==> src/rtl/uart_rx_async_core.sv <==
// uart_rx_async_core: 16x-oversampled UART receiver with 3-sample majority filter,
// parity/framing checks and delivery to a holding register or an external FIFO.
module uart_rx_async_core #(
  parameter int RX_FIFO = 0
) (
  input  logic       clk,
  input  logic       reset,
  input  logic       baud_clock,
  input  logic       rx,
  input  logic       bit8,
  input  logic       parity_en,
  input  logic       odd_n_even,
  input  logic       read_rx_byte,
  input  logic       clear_errors,
  input  logic       fifo_full,
  output logic [7:0] rx_byte,
  output logic       rx_ready,
  output logic       fifo_write_rx,
  output logic       parity_err,
  output logic       framing_err,
  output logic       overflow
);
  typedef enum logic [2:0] {
    RX_IDLE,
    RX_START,
    RX_DATA,
    RX_PARITY,
    RX_STOP
  } rx_state_t;

  rx_state_t  r_state, w_state_next;
  logic       r_rx_meta, r_rx_sync;
  logic [2:0] r_samp;
  logic       r_line_seen_high;
  logic [3:0] r_samp_cnt, w_samp_cnt_next;
  logic [2:0] r_bit_cnt, w_bit_cnt_next;
  logic [7:0] r_shift, w_shift_next;
  logic       r_deliver_pend;
  logic       w_filt, w_set_parity, w_set_framing, w_stop_done;
  logic       w_accept, w_overflow_set;
  logic [7:0] w_data;
  logic [2:0] w_last_bit;

  assign w_filt     = (r_samp[0] & r_samp[1]) | (r_samp[0] & r_samp[2]) | (r_samp[1] & r_samp[2]);
  // Bits enter at the MSB, so a 7-bit byte sits in [7:1] and is shifted down here.
  assign w_data     = bit8 ? r_shift : {1'b0, r_shift[7:1]};
  assign w_last_bit = bit8 ? 3'd7 : 3'd6;

  always_ff @(posedge clk) begin
    if (reset) begin
      r_rx_meta <= 1'b1;
      r_rx_sync <= 1'b1;
      r_samp    <= 3'b111;
    end else begin
      r_rx_meta <= rx;
      r_rx_sync <= r_rx_meta;
      if (baud_clock) r_samp <= {r_samp[1:0], r_rx_sync};
    end
  end

  always_ff @(posedge clk) begin
    if (reset) begin
      r_state          <= RX_IDLE;
      r_samp_cnt       <= 4'd0;
      r_bit_cnt        <= 3'd0;
      r_shift          <= 8'd0;
      r_line_seen_high <= 1'b0;
      r_deliver_pend   <= 1'b0;
    end else begin
      r_state        <= w_state_next;
      r_samp_cnt     <= w_samp_cnt_next;
      r_bit_cnt      <= w_bit_cnt_next;
      r_shift        <= w_shift_next;
      r_deliver_pend <= w_stop_done;
      // Only an idle-high line arms start detection, so a stuck-low line cannot retrigger.
      if (baud_clock && r_state == RX_IDLE) r_line_seen_high <= w_filt;
    end
  end

  always_comb begin
    w_state_next    = r_state;
    w_samp_cnt_next = r_samp_cnt;
    w_bit_cnt_next  = r_bit_cnt;
    w_shift_next    = r_shift;
    w_set_parity    = 1'b0;
    w_set_framing   = 1'b0;
    w_stop_done     = 1'b0;
    if (baud_clock) begin
      case (r_state)
        RX_IDLE: begin
          w_samp_cnt_next = 4'd0;
          w_bit_cnt_next  = 3'd0;
          if (!w_filt && r_line_seen_high) w_state_next = RX_START;
        end
        RX_START: begin
          if (r_samp_cnt == 4'd7) begin
            w_samp_cnt_next = 4'd0;
            w_state_next    = w_filt ? RX_IDLE : RX_DATA;
          end else begin
            w_samp_cnt_next = r_samp_cnt + 4'd1;
          end
        end
        RX_DATA: begin
          w_samp_cnt_next = r_samp_cnt + 4'd1;
          if (r_samp_cnt == 4'd15) begin
            w_shift_next = {w_filt, r_shift[7:1]};
            if (r_bit_cnt == w_last_bit) begin
              w_bit_cnt_next = 3'd0;
              w_state_next   = parity_en ? RX_PARITY : RX_STOP;
            end else begin
              w_bit_cnt_next = r_bit_cnt + 3'd1;
            end
          end
        end
        RX_PARITY: begin
          w_samp_cnt_next = r_samp_cnt + 4'd1;
          if (r_samp_cnt == 4'd15) begin
            w_set_parity = (w_filt != (odd_n_even ^ (^w_data)));
            w_state_next = RX_STOP;
          end
        end
        RX_STOP: begin
          w_samp_cnt_next = r_samp_cnt + 4'd1;
          if (r_samp_cnt == 4'd15) begin
            w_set_framing = !w_filt;
            w_stop_done   = 1'b1;
            w_state_next  = RX_IDLE;
          end
        end
        default: w_state_next = RX_IDLE;
      endcase
    end
  end

  assign w_accept       = r_deliver_pend && ((RX_FIFO != 0) ? !fifo_full : (!rx_ready || read_rx_byte));
  assign w_overflow_set = r_deliver_pend && !w_accept;

  always_ff @(posedge clk) begin
    if (reset) begin
      rx_byte       <= 8'd0;
      rx_ready      <= 1'b0;
      fifo_write_rx <= 1'b1;
      parity_err    <= 1'b0;
      framing_err   <= 1'b0;
      overflow      <= 1'b0;
    end else begin
      // A new error in the same clk as clear_errors keeps its flag set.
      parity_err    <= w_set_parity | (parity_err & ~clear_errors);
      framing_err   <= w_set_framing | (framing_err & ~clear_errors);
      overflow      <= w_overflow_set | (overflow & ~clear_errors);
      fifo_write_rx <= 1'b1;
      if (w_accept) rx_byte <= w_data;
      if (RX_FIFO != 0) begin
        rx_ready <= 1'b0;
        if (w_accept) fifo_write_rx <= 1'b0;
      end else if (w_accept) begin
        rx_ready <= 1'b1;
      end else if (read_rx_byte) begin
        rx_ready <= 1'b0;
      end
    end
  end
endmodule

==> config.mk <==
export PLATFORM = sky130hd
export DESIGN_NAME = uart_rx_async_core
export DESIGN_NICKNAME = d
export VERILOG_FILES = /design/src/rtl/uart_rx_async_core.sv
export SDC_FILE = /design/constraint.sdc
export NUM_CORES = 1
export LEC_CHECK = 0
export ABC_AREA = 1
export CAP_MARGIN = 40
export CORE_UTILIZATION = 55
export CTS_BUF_LIST = sky130_fd_sc_hd__clkbuf_2
export DETAILED_ROUTE_END_ITERATION = 10
export GPL_ROUTABILITY_DRIVEN = 0
export PLACE_DENSITY_LB_ADDON = 0.12
export SETUP_SLACK_MARGIN = 0.02
export SLEW_MARGIN = 20
export SYNTH_ARGS = -nofsm -noshare
export SYNTH_HDL_FRONTEND = slang
export SYNTH_SLANG_ARGS = --single-unit
==> constraint.sdc <==
create_clock -name clk -period 3.9 [get_ports clk]
set_input_delay 0.39 -clock clk [delete_from_list [all_inputs] [get_ports clk]]
set_output_delay 0.39 -clock clk [all_outputs]
set_load 0.02 [all_outputs]
==> impl_metrics.csv, run 1 <==
group,metric,value,unit
setup_path,worstSetupPathType,"primary input to flop",
die,initial_core_util,58.71,%
placed_design,placedCellCount,318,
routing,drtIter0Drc,70,
synthesis,ys_warn_count,0,
global_route,grt_usage,22.46,%
pwr,p_switching,0.2849,mW
setup_path,crit_family,"buffers and inverters",
setup_path,arrival,2220,ps
pwr,p_comb_share,21.5,%
synthesis,syn_avg_cell_area,6.953,um^2
pwr,p_clk_share,32.7,%
sta,post-route-period-util,48.63,%
clock_tree,post_cts_buffers,0,
setup_path,worstPathMaxFanout,16,
setup_path,critPathMaxStageDelay,820,ps
global_route,grt-ovfl-total,0,
placed_design,pre_cts_slack,1622,ps
die,rows,20,
global_route,grt_pass1_wl,5947,um
sta,fmax,527.3,MHz
routing,vias,1648,
synthesis,synth_fp_nets,274,
pwr,peakVddDrop,0.0003063,V
final_layout,final_nets,293,
global_route,antenna_found_initial,0,
final_layout,fin_cells,326,
routing,routed_wl,3612,um
final_layout,drive_gt1_share,10.28,%
sta,tns,0,ps
routing,post-route-drc-count,0,
die,io-pin-count,23,
sta,setup_viol,0,
clock_tree,cts_resized,0,
setup_path,worstPathCellList,"clkdlybuf4s50_1 > inv_2 > nand2_1 > nand2_1 > nand2_1 > nand2_1 > inv_1 > nand2_1 > nand3_1 > nand2_1 > nand2_1 > nand3_1 > a21oi_1",
setup_path,cpMostUsedCell,"nand2_1",
sta,hold_slack,456.0,ps
final_layout,nFillCells,294,
die,die_w,59.55,um
pwr,power_density,438.4,nW/um^2
sta,hold_violations,0,
final_layout,area_delta_synth_final,16.21,%
sta,slew_violations,0,
global_route,grt_pass1_vias,1370,
routing,viasPerCell,5.055,
setup_path,start_kind,"primary input",
sta,setup_ws,2004,ps
pwr,p_leak,0.9455,nW
final_layout,seq_area,740.7,um^2
placed_design,placedInstanceArea,2027,um^2
global_route,grt_max_degree,20,
job,max-cap-violations,0,
setup_path,end_kind,"flop",
sta,relSlewSlack,61.10,%
sta,grt_setup_unrepaired,"false",
sta,period_needed,1896,ps
pwr,switching_share,30.70,%
final_layout,multi_input_area,907.1,um^2
final_layout,finalCoreUtilization,68.23,%
die,die-area,3546,um^2
clock_tree,clockRootBuffer,"clkbuf_2",
setup_path,cp.buffers_inverters,3,
sta,tightest_slew,582.9,ps
clock_tree,cts_buffers,5,
final_layout,design_area,2117,um^2
clock_tree,cts_hold_buffers,0,
run_status,status,"finished clean",
final_layout,diodes,0,
die,core,3103,um^2
setup_path,required,4220,ps
synthesis,synthCells,262,
synthesis,ys_seq_area_share,40.66,%
pwr,intPower,0.6433,mW
worst_hold_path,hold_class,"flop to flop",
routing,antenna_left,0,
synthesis,syn_area,1822,um^2
pwr,pwr-share-seq,45.8,%
setup_path,crit_path_top_delay_cell,"clkdlybuf4s50_1",
clock_tree,clkSinkCount,37,
placed_design,io_buffers,20,
synthesis,ys_types,34,
clock_tree,clk_path_buf_depth,2,
synthesis,ys_seq_elements,37,
pwr,total_power,0.9282,mW
placed_design,dp_hpwl,2555,um
die,die_y,59.55,um
clock_tree,cts_max_level,2,
clock_tree,clk-insertion-delay-late,400,ps
sta,skew,18.19,ps
clock_tree,cts_tree,"yes",
routing,routedWlPerCell,11.08,um
clock_tree,path_clk_slew,200,ps
routing,dr.pass1.iters,4,
[final timing paths]
| path | from | slack [ps] | cells past startpoint | endpoint |
|---|---|---|---|---|
| worst max-delay path | bit8 | 2000 | 13 | parity_err |
| worst min-delay path | r_rx_meta | 460 | 1 | r_rx_sync |
| worst max register to register | r_samp_cnt[0] | 2090 | 8 | r_bit_cnt[0] |
| worst min register to register | r_rx_meta | 460 | 1 | r_rx_sync |
[registers in the layout, summed over array words and instances, names as in the netlist, 3 cells and up]
name	flops
r_samp	3
r_bit_cnt	3
rx_byte	8
r_state	3
r_samp_cnt	4
r_shift	8
[power by group through the flow]
stage | logic, mW | clock network (mW) | registers (mW)
floorplan | 0.162 | 0 | 0.428
global placement | 0.191 | 0 | 0.432
detailed placement | 0.195 | 0 | 0.432
CTS | 0.197 | 0.307 | 0.425
global route | 0.226 | 0.325 | 0.428
finish | 0.199 | 0.304 | 0.425
[area by class of cell]
cell class	instances	area share, %
clock buffer	5	1.182
clock inverter	3	3.073
inverter	33	5.851
multi-input combinational	184	42.85
sequential	37	34.99
tap	44	2.600
timing repair buffer	20	9.456
[synth_stat cells]
cell type | instances | area (um^2)
nand2_1 | 78 | 292.8
dfxtp_1 | 37 | 740.7
a21oi_1 | 27 | 135.1
inv_1 | 27 | 101.4
o21ai_0 | 18 | 90.09
nor2_1 | 14 | 52.55
nand3_1 | 8 | 40.04
inv_2 | 6 | 22.52
a211oi_1 | 5 | 37.54
nor3_1 | 5 | 25.02
clkbuf_1 | 3 | 11.26
nand2_2 | 3 | 18.77
o21ai_1 | 3 | 15.01
or2_2 | 3 | 18.77
a21oi_2 | 2 | 17.52
buf_6 | 2 | 22.52
ha_1 | 2 | 25.02
nor2_4 | 2 | 22.52
xor2_1 | 2 | 17.52
a22oi_1 | 1 | 7.510
a31oi_2 | 1 | 12.51
a32o_1 | 1 | 10.01
and3_1 | 1 | 6.260
buf_1 | 1 | 3.750
buf_2 | 1 | 5.000
buf_4 | 1 | 7.510
conb_1 | 1 | 3.750
nand2_4 | 1 | 11.26
nand4_2 | 1 | 12.51
nor2_2 | 1 | 6.260
o211ai_1 | 1 | 7.510
o21ai_2 | 1 | 8.760
o22ai_1 | 1 | 6.260
or2_0 | 1 | 6.260
[cell families (layout without fill, tap and decap cells)]
logic type,Yosys count,in the layout,synth area share (%)
adders and majority gates,2,2,1.373
AOI/OAI and AO/OA,61,61,19.09
buffers and inverters,41,61,9.546
and+or+nand+nor,118,118,28.16
DFF,37,37,40.66
xor gates and xnor gates,2,2,0.9617
other,1,1,0.2058
[cell usage in the layout (no fill, tap or decap)]
cell / synthesis / layout
nand4_2: 1 / 1
nor2_1: 14 / 14
o21ai_1: 3 / 3
xor2_1: 2 / 2
nand2_1: 78 / 78
and3_1: 1 / 1
a31oi_2: 1 / 1
a32o_1: 1 / 1
inv_2: 6 / 6
o22ai_1: 1 / 1
o21ai_0: 18 / 18
o21ai_2: 1 / 1
or2_2: 3 / 3
a21oi_1: 27 / 27
nand3_1: 8 / 8
ha_1: 2 / 2
nor2_2: 1 / 1
conb_1: 1 / 1
inv_1: 27 / 27
bufinv_16: 0 / 2
a211oi_1: 5 / 5
or2_0: 1 / 1
nor2_4: 2 / 2
a21oi_2: 2 / 2
dfxtp_1: 37 / 37
a22oi_1: 1 / 1
nand2_2: 3 / 3
nand2_4: 1 / 1
nor3_1: 5 / 5
clkbuf_2: 0 / 5
clkinv_2: 0 / 1
o211ai_1: 1 / 1
clkdlybuf4s50_1: 0 / 20
[worst reg2reg max path: stages, from the launching register on]
cell	delay [ps]
dfxtp_1	440
ha_1	230
nand4_2	190
nor2_4	330
inv_2	90
nand2_2	100
inv_2	60
or2_0	220
a21oi_2	110
[metal layers]
metal	routed length, um	GRT usage [%]
met4	51	7.641
met5	0	0
met2	1564	34.99
met3	150	6.987
met1	1846	29.44
No activity file was read; power rests on OpenSTA's default activity.
==> inputs of run 2 (changes only) <==
Clock period 3.9 ns to 1.9 ns, I/O delays scaled along.
==> run 2 against run 1 <==
Net effect: first-iteration DRC count up 21%; power rose by 75%; flip-flop and latch count unchanged; global-route usage grew 1.0 points; sequential share of layout area increased by 0.10 points; combinational power grew 110%; sequential power up 110%; setup slack lost 1800 ps; non-clock buffer count up 5; via count is 1.9% higher; critical endpoint is now r_state[1]; largest power group unchanged.
==> impl_metrics.csv, run 2 (synthesis results as in run 1) <==
group,metric,value,unit
setup_path,rrSetupSlack,190,ps
pwr,p_switching,0.5623,mW
die,die_w,59.55,um
clock_tree,path_clk_slew,160,ps
worst_hold_path,holdPathStages,2,
clock_tree,clk_path_buf_depth,2,
sta,fmax,585.5,MHz
pwr,pwr-share-seq,53.8,%
placed_design,dp_hpwl,2722,um
routing,routedWlPerCell,11.28,um
global_route,grt_pass1_wl,6258,um
sta,setup_viol,0,
clock_tree,cts_resized,0,
pwr,intPower,1.061,mW
setup_path,worstPathMaxFanout,6,
setup_path,rr_endpoint,"r_state[1]",
worst_hold_path,worstHoldStart,"rx",
sta,period_needed,1708,ps
final_layout,final_common_cell,"nand2_1",
clock_tree,clockRootBuffer,"clkbuf_2",
clock_tree,cts_max_level,2,
routing,dr.pass1.iters,4,
clock_tree,cts_hold_buffers,0,
worst_hold_path,hold_class,"primary input to flop",
die,die-area,3546,um^2
sta,post-route-period-util,89.89,%
sta,hold_violations,0,
run_status,status,"finished clean",
clock_tree,clk-insertion-delay-late,390,ps
final_layout,area_delta_synth_final,15.87,%
die,rows,20,
sta,slew_violations,0,
routing,drtIter0Drc,85,
die,core,3103,um^2
pwr,p_comb_share,25.5,%
setup_path,end_kind,"flop",
setup_path,worstSetupPathType,"flop to flop",
die,io-pin-count,23,
final_layout,finalCoreUtilization,68.02,%
routing,post-route-drc-count,0,
global_route,grt_pass1_vias,1403,
job,max-cap-violations,0,
pwr,peakVddDrop,0.0006724,V
setup_path,start_kind,"flop",
routing,antenna_left,0,
pwr,p_leak,0.9483,nW
final_layout,reg.largest.list,"r_shift: 8 flops, rx_byte: 8 flops, r_samp_cnt: 4 flops",
sta,grt_setup_unrepaired,"false",
setup_path,r2r_cells,10,
final_layout,drive_gt1_share,11.19,%
final_layout,diodes,0,
pwr,switching_share,34.63,%
setup_path,r2r-start,"r_samp_cnt[0]",
final_layout,final_nets,298,
pwr,p_clk_share,20.6,%
setup_path,arrival,2010,ps
global_route,antenna_found_initial,0,
global_route,grt_usage,23.45,%
final_layout,final_cell_mix,"nand2_1, dfxtp_1, inv_1, a21oi_1, clkdlybuf4s50_1",
setup_path,required,2200,ps
sta,tns,0,ps
clock_tree,cts_buffers,5,
worst_hold_path,whs_endpoint,"r_rx_meta",
clock_tree,post_cts_buffers,0,
global_route,grt-ovfl-total,0,
die,initial_core_util,58.71,%
die,die_y,59.55,um
final_layout,design_area,2111,um^2
routing,routed_wl,3722,um
clock_tree,clkSinkCount,37,
placed_design,io_buffers,20,
sta,skew,14.28,ps
global_route,grt_max_degree,17,
clock_tree,cts_tree,"yes",
pwr,total_power,1.624,mW
pwr,power_density,769.3,nW/um^2
routing,vias,1680,
placed_design,placedInstanceArea,2077,um^2
routing,viasPerCell,5.091,
run 2: changes by cell type in the layout (fill, tap and decap cells not counted):
cell       previous run  this run
clkinv_2              1         0
buf_12                0         1
bufinv_16             2         0
buf_4                 0         4
clkbuf_2              5         6
clkinv_1              0         1
run 2: per-stage QoR:
step	hold WS, ps	worst slack [ps]	std cells
after floorplan	290.4	433.7	262
after global placement	392.5	130.0	323
after detailed placement	406.2	101.2	323
after CTS	350.6	200.4	330
after global routing	332.5	48.33	330
final	365.3	192.1	330
run 2: cell type report:
class / count / area [um^2]
clock buffers: 6 / 30.03
clock inverters: 1 / 3.754
fillers: 288 / 992.2
inverters: 33 / 123.9
multi-input cells: 184 / 907.1
flip-flops and latches: 37 / 740.7
well taps: 44 / 55.05
repair buffers: 25 / 250.2
run 2: power by group through the flow:
stage / Sequential (mW) / Clock (mW) / Combinational (mW)
3_5_place_dp: 0.889 / 0 / 0.412
6_report: 0.874 / 0.335 / 0.415
5_1_grt: 0.878 / 0.383 / 0.471
2_1_floorplan: 0.878 / 0 / 0.332
4_1_cts: 0.873 / 0.346 / 0.414
3_3_place_gp: 0.887 / 0 / 0.403
run 2: worst max path at each step:
stage | from | slack, ps | endpoint | cells after the start
after global placement | baud_clock | 130 | r_bit_cnt[0] | 8
after detailed placement | bit8 | 100 | parity_err | 13
after CTS | r_samp_cnt[0] | 200 | r_state[1] | 10
after floorplan | r_samp_cnt[0] | 430 | r_state[1] | 10
after global routing | r_samp_cnt[0] | 50 | r_state[1] | 10
final | r_samp_cnt[0] | 190 | r_state[1] | 10
run 2: layer usage:
layer	global-route usage [%]	wire, um
met1	31.71	1806
met2	36.76	1692
met3	7.205	198
met4	5.316	25
met5	0	0
run 2: critical path: stages (launching register included):
cell     delay, ps
dfxtp_1        420
ha_1           240
nand2_1        120
o21ai_1        200
nand2_1         90
nor2_1         110
nand2_1         60
nor2_2         190
nand2_1         70
o21ai_0         70
nor2_1          60
==> inputs of run 3 (changes only) <==
Settings changed: SETUP_SLACK_MARGIN 0.02 to not set, SKIP_LAST_GASP set to 1.
==> results of run 3 <==
Final layout, timing and power as in run 2 (identical DEF).
